===== config.mk =====
export PLATFORM = sky130hd
export DESIGN_NAME = issue_ctrl
export DESIGN_NICKNAME = d
export VERILOG_FILES = /design/src/rtl/imhotep_pkg.sv /design/src/rtl/issue_ctrl_scoreboard.sv /design/src/rtl/issue_ctrl.sv
export SDC_FILE = /design/constraint.sdc
export NUM_CORES = 1
export LEC_CHECK = 0
export ABC_CLOCK_PERIOD_IN_PS = 6300
export BUFFER_PORTS_ARGS = -buffer_cell sky130_fd_sc_hd__buf_2
export CAP_MARGIN = 10
export CORE_MARGIN = 2
export CORE_UTILIZATION = 45
export CTS_CLUSTER_DIAMETER = 120
export CTS_CLUSTER_SIZE = 14
export DETAILED_ROUTE_END_ITERATION = 8
export MAX_ROUTING_LAYER = met4
export PLACE_DENSITY = 0.66
export SYNTH_ARGS = -nofsm -noshare
export SYNTH_HDL_FRONTEND = slang
export SYNTH_SLANG_ARGS = --single-unit

===== constraint.sdc =====
create_clock -name clk_i -period 6.3 [get_ports clk_i]
set_clock_uncertainty 0.05 [all_clocks]
set_input_delay 0 -clock clk_i [delete_from_list [all_inputs] [get_ports clk_i]]
set_output_delay 0 -clock clk_i [all_outputs]
set_load 0.05 [all_outputs]

===== src/rtl/imhotep_pkg.sv =====
// Shared core definitions: register-file geometry and issue-control types.
package imhotep_pkg;

  localparam int unsigned RFADDR    = 5;
  localparam int unsigned NREGS     = 1 << RFADDR;
  localparam int unsigned MAX_LOADS = 2;
  localparam int unsigned LDCNT_W   = $clog2(MAX_LOADS + 1);

  typedef enum logic [1:0] {
    RUN     = 2'd0,
    WAIT_BR = 2'd1,
    HALT    = 2'd2
  } issue_state_e;

endpackage


===== src/rtl/issue_ctrl_scoreboard.sv =====
// Register busy scoreboard for in-flight loads plus the load-use hazard lookup.
module reg_scoreboard #(
  parameter int unsigned RFADDR    = 5,
  parameter int unsigned MAX_LOADS = 2
) (
  input  logic                       clk_i,
  input  logic                       rst_i,
  input  logic                       set_i,
  input  logic [RFADDR-1:0]          set_addr_i,
  input  logic                       clr_i,
  input  logic [RFADDR-1:0]          clr_addr_i,
  input  logic [RFADDR-1:0]          r1_addr_i,
  input  logic [RFADDR-1:0]          r2_addr_i,
  input  logic [RFADDR-1:0]          rd_addr_i,
  input  logic                       is_load_i,
  output logic                       hazard_o,
  output logic [(1 << RFADDR)-1:0]   busy_o
);

  localparam int unsigned NREG  = 1 << RFADDR;
  localparam int unsigned CNT_W = $clog2(MAX_LOADS + 1);
  localparam logic [CNT_W-1:0] CNT_MAX = CNT_W'(MAX_LOADS);

  logic [NREG-1:0]  r_busy;
  logic [CNT_W-1:0] r_cnt;
  logic             r_armed;

  logic [NREG-1:0]  w_busy_nxt;
  logic             w_set;
  logic             w_clr;
  logic             w_src_busy;

  // x0 is never tracked; a writeback with nothing in flight is a stale one from before reset
  assign w_set = set_i & (set_addr_i != '0);
  assign w_clr = clr_i & (r_cnt != '0);

  // Next busy vector: clear first so a same-register set wins
  always_comb begin
    w_busy_nxt = r_busy;
    if (w_clr) w_busy_nxt[clr_addr_i] = 1'b0;
    if (w_set) w_busy_nxt[set_addr_i] = 1'b1;
  end

  // Busy vector and in-flight load counter
  always_ff @(posedge clk_i) begin
    if (rst_i) begin
      r_busy  <= '0;
      r_cnt   <= '0;
      r_armed <= 1'b0;
    end else begin
      r_busy  <= w_busy_nxt;
      r_armed <= r_armed | w_set;
      case ({w_set, w_clr})
        2'b10:   r_cnt <= r_cnt + CNT_W'(1);
        2'b01:   r_cnt <= r_cnt - CNT_W'(1);
        default: r_cnt <= r_cnt;
      endcase
    end
  end

  // Once a load has issued since reset, every writeback must match an in-flight load
  a_no_underflow: assert property (@(posedge clk_i) disable iff (rst_i)
    !(clr_i && r_armed && (r_cnt == '0)))
    else $error("reg_scoreboard: load count underflow");

  // Source/destination busy lookup against registered state (no bypass)
  always_comb begin
    w_src_busy = ((r1_addr_i != '0) && r_busy[r1_addr_i]) ||
                 ((r2_addr_i != '0) && r_busy[r2_addr_i]) ||
                 ((rd_addr_i != '0) && r_busy[rd_addr_i]);
    hazard_o   = w_src_busy || (is_load_i && (r_cnt == CNT_MAX));
  end

  assign busy_o = r_busy;

endmodule


===== src/rtl/issue_ctrl.sv =====
// Issue controller: single-entry decode slot, branch bubbles, load-use blocking, illegal halt.
module issue_ctrl #(
  parameter int unsigned RFADDR    = imhotep_pkg::RFADDR,
  parameter int unsigned MAX_LOADS = imhotep_pkg::MAX_LOADS
) (
  input  logic                       clk_i,
  input  logic                       rst_i,
  input  logic                       if_valid_i,
  output logic                       if_ready_o,
  input  logic                       dec_stall_i,
  input  logic                       dec_err_i,
  input  logic [RFADDR-1:0]          dec_r1_addr_i,
  input  logic [RFADDR-1:0]          dec_r2_addr_i,
  input  logic [RFADDR-1:0]          dec_rd_addr_i,
  input  logic                       dec_is_load_i,
  output logic                       ex_valid_o,
  input  logic                       ex_ready_i,
  input  logic                       br_resolve_i,
  input  logic                       br_taken_i,
  input  logic                       lsu_wb_valid_i,
  input  logic [RFADDR-1:0]          lsu_wb_addr_i,
  output logic                       flush_o,
  output logic                       halt_o,
  output logic [(1 << RFADDR)-1:0]   busy_o
);

  import imhotep_pkg::*;

  issue_state_e r_state;
  logic         r_slot;

  logic w_run;
  logic w_hazard;
  logic w_issue;
  logic w_fill;
  logic w_ld_set;

  reg_scoreboard #(
    .RFADDR    (RFADDR),
    .MAX_LOADS (MAX_LOADS)
  ) u_sb (
    .clk_i      (clk_i),
    .rst_i      (rst_i),
    .set_i      (w_ld_set),
    .set_addr_i (dec_rd_addr_i),
    .clr_i      (lsu_wb_valid_i),
    .clr_addr_i (lsu_wb_addr_i),
    .r1_addr_i  (dec_r1_addr_i),
    .r2_addr_i  (dec_r2_addr_i),
    .rd_addr_i  (dec_rd_addr_i),
    .is_load_i  (dec_is_load_i),
    .hazard_o   (w_hazard),
    .busy_o     (busy_o)
  );

  // Handshakes decoded from registered state and the slot's decode fields
  assign w_run      = (r_state == RUN);
  assign ex_valid_o = w_run & r_slot & ~dec_err_i & ~w_hazard;
  assign w_issue    = ex_valid_o & ex_ready_i;
  assign if_ready_o = w_run & (~r_slot | w_issue);
  assign w_fill     = if_valid_i & if_ready_o;
  assign w_ld_set   = w_issue & dec_is_load_i;
  assign flush_o    = (r_state == WAIT_BR) & br_resolve_i & br_taken_i;
  assign halt_o     = (r_state == HALT);

  // Control FSM and slot occupancy
  always_ff @(posedge clk_i) begin
    if (rst_i) begin
      r_state <= RUN;
      r_slot  <= 1'b0;
    end else begin
      case (r_state)
        RUN: begin
          if (r_slot && dec_err_i) begin
            r_state <= HALT;
          end else begin
            if (w_issue && dec_stall_i) r_state <= WAIT_BR;
            if (w_fill)                 r_slot  <= 1'b1;
            else if (w_issue)           r_slot  <= 1'b0;
          end
        end
        WAIT_BR: begin
          if (br_resolve_i) begin
            r_state <= RUN;
            if (br_taken_i) r_slot <= 1'b0;
          end
        end
        HALT:    r_state <= HALT;
        default: r_state <= RUN;
      endcase
    end
  end

endmodule


==> results.yml <==
setup_path:
  cp_top_family: "simple AND/OR/NAND/NOR gates"
  cp.required_ps: 6490
  cp.arrival_ps: 3750
  path_buf_inv: 0
  crit_path_end_kind: "flip-flop"
  rrSetupSlack_ps: 2740
  cp_slowest_cell: "mux4_1"
  r2r-start: "u_sb.busy_o[14]$_SDFF_PP0_"
  path_class: "reg2reg"
  critPathMaxFanout: 34
  critical_path.cell_chain: "mux4_1 -> and4_1 -> a311oi_1 -> and4_4 -> o211ai_4 -> or3b_1 -> ha_1 -> or3_1 -> a21oi_1"
  slowest_delay_ps: 520
  rr_worst_depth: 9
  r2r-end: "u_sb.r_cnt[1]$_SDFFE_PP0P_"
  start_kind: "flip-flop"
routing:
  num_vias: 2678
  routedWlPerCell_um: 21.5
  routed_wirelength_mm: 8.63
  drt-initial-drc-count: 280
  ant_nets: 0
  drc_errors: 0
  vias_per_cell: 6.68
  first_pass_iters: 5
synth:
  ys_warn_count: 0
  syn_inst: 268
  syn_avg_cell_area_um2: 10.0
  synth_edf_count: 0
  syn-num-nets: 299
  synth_largest_area_cell: "dfxtp_1"
  synth_top_area_share: 0.276
  synth_area_leaders: "dfxtp_1, mux2i_1, mux4_2"
  ys_async_sr_fraction: 0
  yosysUniqueCellTypes: 56
  ys_ff_latch: 37
  seq_area_frac_synth: 0.276
  synth_area_um2: 2680
  synth_flop_cell: "dfxtp_1"
cts:
  cts_tree: "done"
  cts_made_buffers: 5
  cts_root_buffer: "clkbuf_8"
  clk_pin_slew_worst_paths_ps: 80
  cts_sinks: 37
  h-tree-depth: 2
  clk_latency_ps: 300
  cts.path.max_buffers: 2
placed_design:
  hpwlAfterDp_mm: 6.17
  portBuffers: 65
  place.gp.congestion: 0.917
sta:
  hold_viol: 0
  tns_ps: 0
  fin_crit_sh: 0.565
  max_freq_mhz: 281
  maxSlewHeadroom: 0.253
  worstMarginPinSlew_ps: 1120
  rsz0062_at_grt: "false"
  hold_slack_ps: 4.04
  maxSlewViolCount: 0
  setup_violations: 0
  min_period_ps: 3560
die:
  dieArea_um2: 6590
  fp-row-count: 28
  coreArea_um2: 5850
  start_util: 0.458
  die_h_um: 81.2
  die_x_um: 81.2
  io_pins: 66
worst_hold_path:
  hold_path.class: "in2reg"
  min_to: "u_sb.busy_o[30]$_SDFF_PP0_"
  hold_path_startpoint: "lsu_wb_addr_i[0]"
  holdPathStages: 3
grt:
  grt_pass1_wl_mm: 13.2
  grt_max_degree: 35
  antenna_found_initial: 0
  overflow: 0
  track_usage: 0.277
  grt_pass1_vias: 2386
finish:
  syn_to_final_growth_pct: 15.9
  nNetsFinal: 356
  fillers: 559
  final_layout_size_suffix_gt1_frac: 0.304
  num_antenna_cells: 0
  fin_util: 0.531
power:
  total_leakage_power_nw: 1.22
  power.density_nw_per_um2: 157
  ir_drop_v: 0.000113
run_status:
  status: "finished clean"
run:
  cap_violations: 0
[worst min-delay path, delay by kind of cell]
| kind | cells | cell delay (ps) |
|---|---|---|
| AO/OA/AOI/OAI | 2 | 200 |
| buffers and inverters | 1 | 120 |
[metrics by stage]
| step | setup WS (ps) | power (mW) | area, um^2 | std cells |
|---|---|---|---|---|
| 3_5_place_dp | 2800 | 0.322 | 2980 | 388 |
| 2_1_floorplan | 3210 | 0.298 | 2680 | 268 |
| 4_1_cts | 2770 | 0.487 | 3110 | 401 |
| 3_3_place_gp | 2850 | 0.322 | 2980 | 388 |
| 6_report | 2740 | 0.489 | 3110 | 401 |
| 5_1_grt | 2600 | 0.506 | 3110 | 401 |
[final cells by class]
type | instances | area (um^2) | area share
inverters | 5 | 18.8 | 0.00604
flip-flops and latches | 37 | 741 | 0.238
clock inverters | 2 | 10.0 | 0.00322
clock buffers | 6 | 72.6 | 0.0233
repair buffers | 70 | 375 | 0.121
well taps | 75 | 93.8 | 0.0302
multi-input cells | 206 | 1800 | 0.578
[placed cells by master, fill, tap and decap left out, types with 3 or more instances in the layout]
cell,n
mux4_2,9
o31ai_2,12
nor2b_1,4
o22ai_1,6
nor2_1,11
clkbuf_8,5
nand3b_1,8
o211ai_1,27
mux2i_1,22
buf_2,65
dlygate4sd3_1,5
or3b_1,4
o31ai_1,19
nor3_1,7
o311ai_0,4
nand4_1,3
nand2_1,8
mux4_1,3
nand3_1,8
dfxtp_1,37
or3_1,3
inv_1,5
[per-layer routing]
layer / up-vias / share of wire / global-route usage
met1: 1268 / 0.42 / 0.365
met2: 179 / 0.48 / 0.437
met4: 0 / 0.012 / 0.0678
li1: 1221 / - / -
met3: 10 / 0.095 / 0.0567
met5: - / 0 / -
[how the worst max path moves through the flow]
stage	start	to	slack (ps)	cells after the start
2_1_floorplan	u_sb.busy_o[17]$_SDFF_PP0_	u_sb.r_cnt[1]$_SDFFE_PP0P_	3210	9
3_3_place_gp	u_sb.busy_o[11]$_SDFF_PP0_	u_sb.r_cnt[1]$_SDFFE_PP0P_	2850	9
3_5_place_dp	u_sb.busy_o[11]$_SDFF_PP0_	u_sb.r_cnt[1]$_SDFFE_PP0P_	2800	9
4_1_cts	u_sb.busy_o[11]$_SDFF_PP0_	u_sb.r_cnt[1]$_SDFFE_PP0P_	2770	9
5_1_grt	r_state[0]$_SDFFE_PP0P_	u_sb.r_cnt[1]$_SDFFE_PP0P_	2600	9
6_report	u_sb.busy_o[14]$_SDFF_PP0_	u_sb.r_cnt[1]$_SDFFE_PP0P_	2740	9
[power by group]
part / leakage (nW) / switching, mW / internal [mW]
logic: 0.879 / 0.0540 / 0.0283
clock network: 0.0450 / 0.0919 / 0.0768
registers: 0.298 / 0.00246 / 0.235
total: 1.22 / 0.148 / 0.340
[synthesized netlist by cell type (3+ instances only)]
| master | instances |
|---|---|
| or3_1 | 3 |
| o311ai_0 | 4 |
| nand3b_1 | 8 |
| nand3_1 | 8 |
| nand4_1 | 3 |
| dfxtp_1 | 37 |
| nor2b_1 | 4 |
| o31ai_1 | 19 |
| nor3_1 | 7 |
| mux4_1 | 3 |
| buf_2 | 3 |
| mux4_2 | 9 |
| o211ai_1 | 27 |
| nor2_1 | 11 |
| nand2_1 | 8 |
| mux2i_1 | 22 |
| inv_1 | 5 |
| or3b_1 | 4 |
| clkbuf_1 | 9 |
| o22ai_1 | 6 |
| buf_6 | 6 |
| o31ai_2 | 12 |
[sequential cells by signal (all words and copies together), names as in the netlist]
signal	flops
u_sb.busy_o	32
r_state	2
u_sb.r_cnt	2
r_slot	1
[cell families after synthesis]
logic type,after synthesis,share of synthesized area
compound gates,92,0.291
xor+xnor,2,0.00653
fa+ha+maj,1,0.00467
buf+inv,25,0.0537
flops,37,0.276
mux,35,0.191
simple gates,76,0.176
[what timing repair did]
item	4_1_cts	5_1_grt
buffers inserted	0	0
endpoints found under the hold margin	5	0
resized for setup	0	0
hold buffers	5	0
No activity file was read; power rests on OpenSTA's default activity.
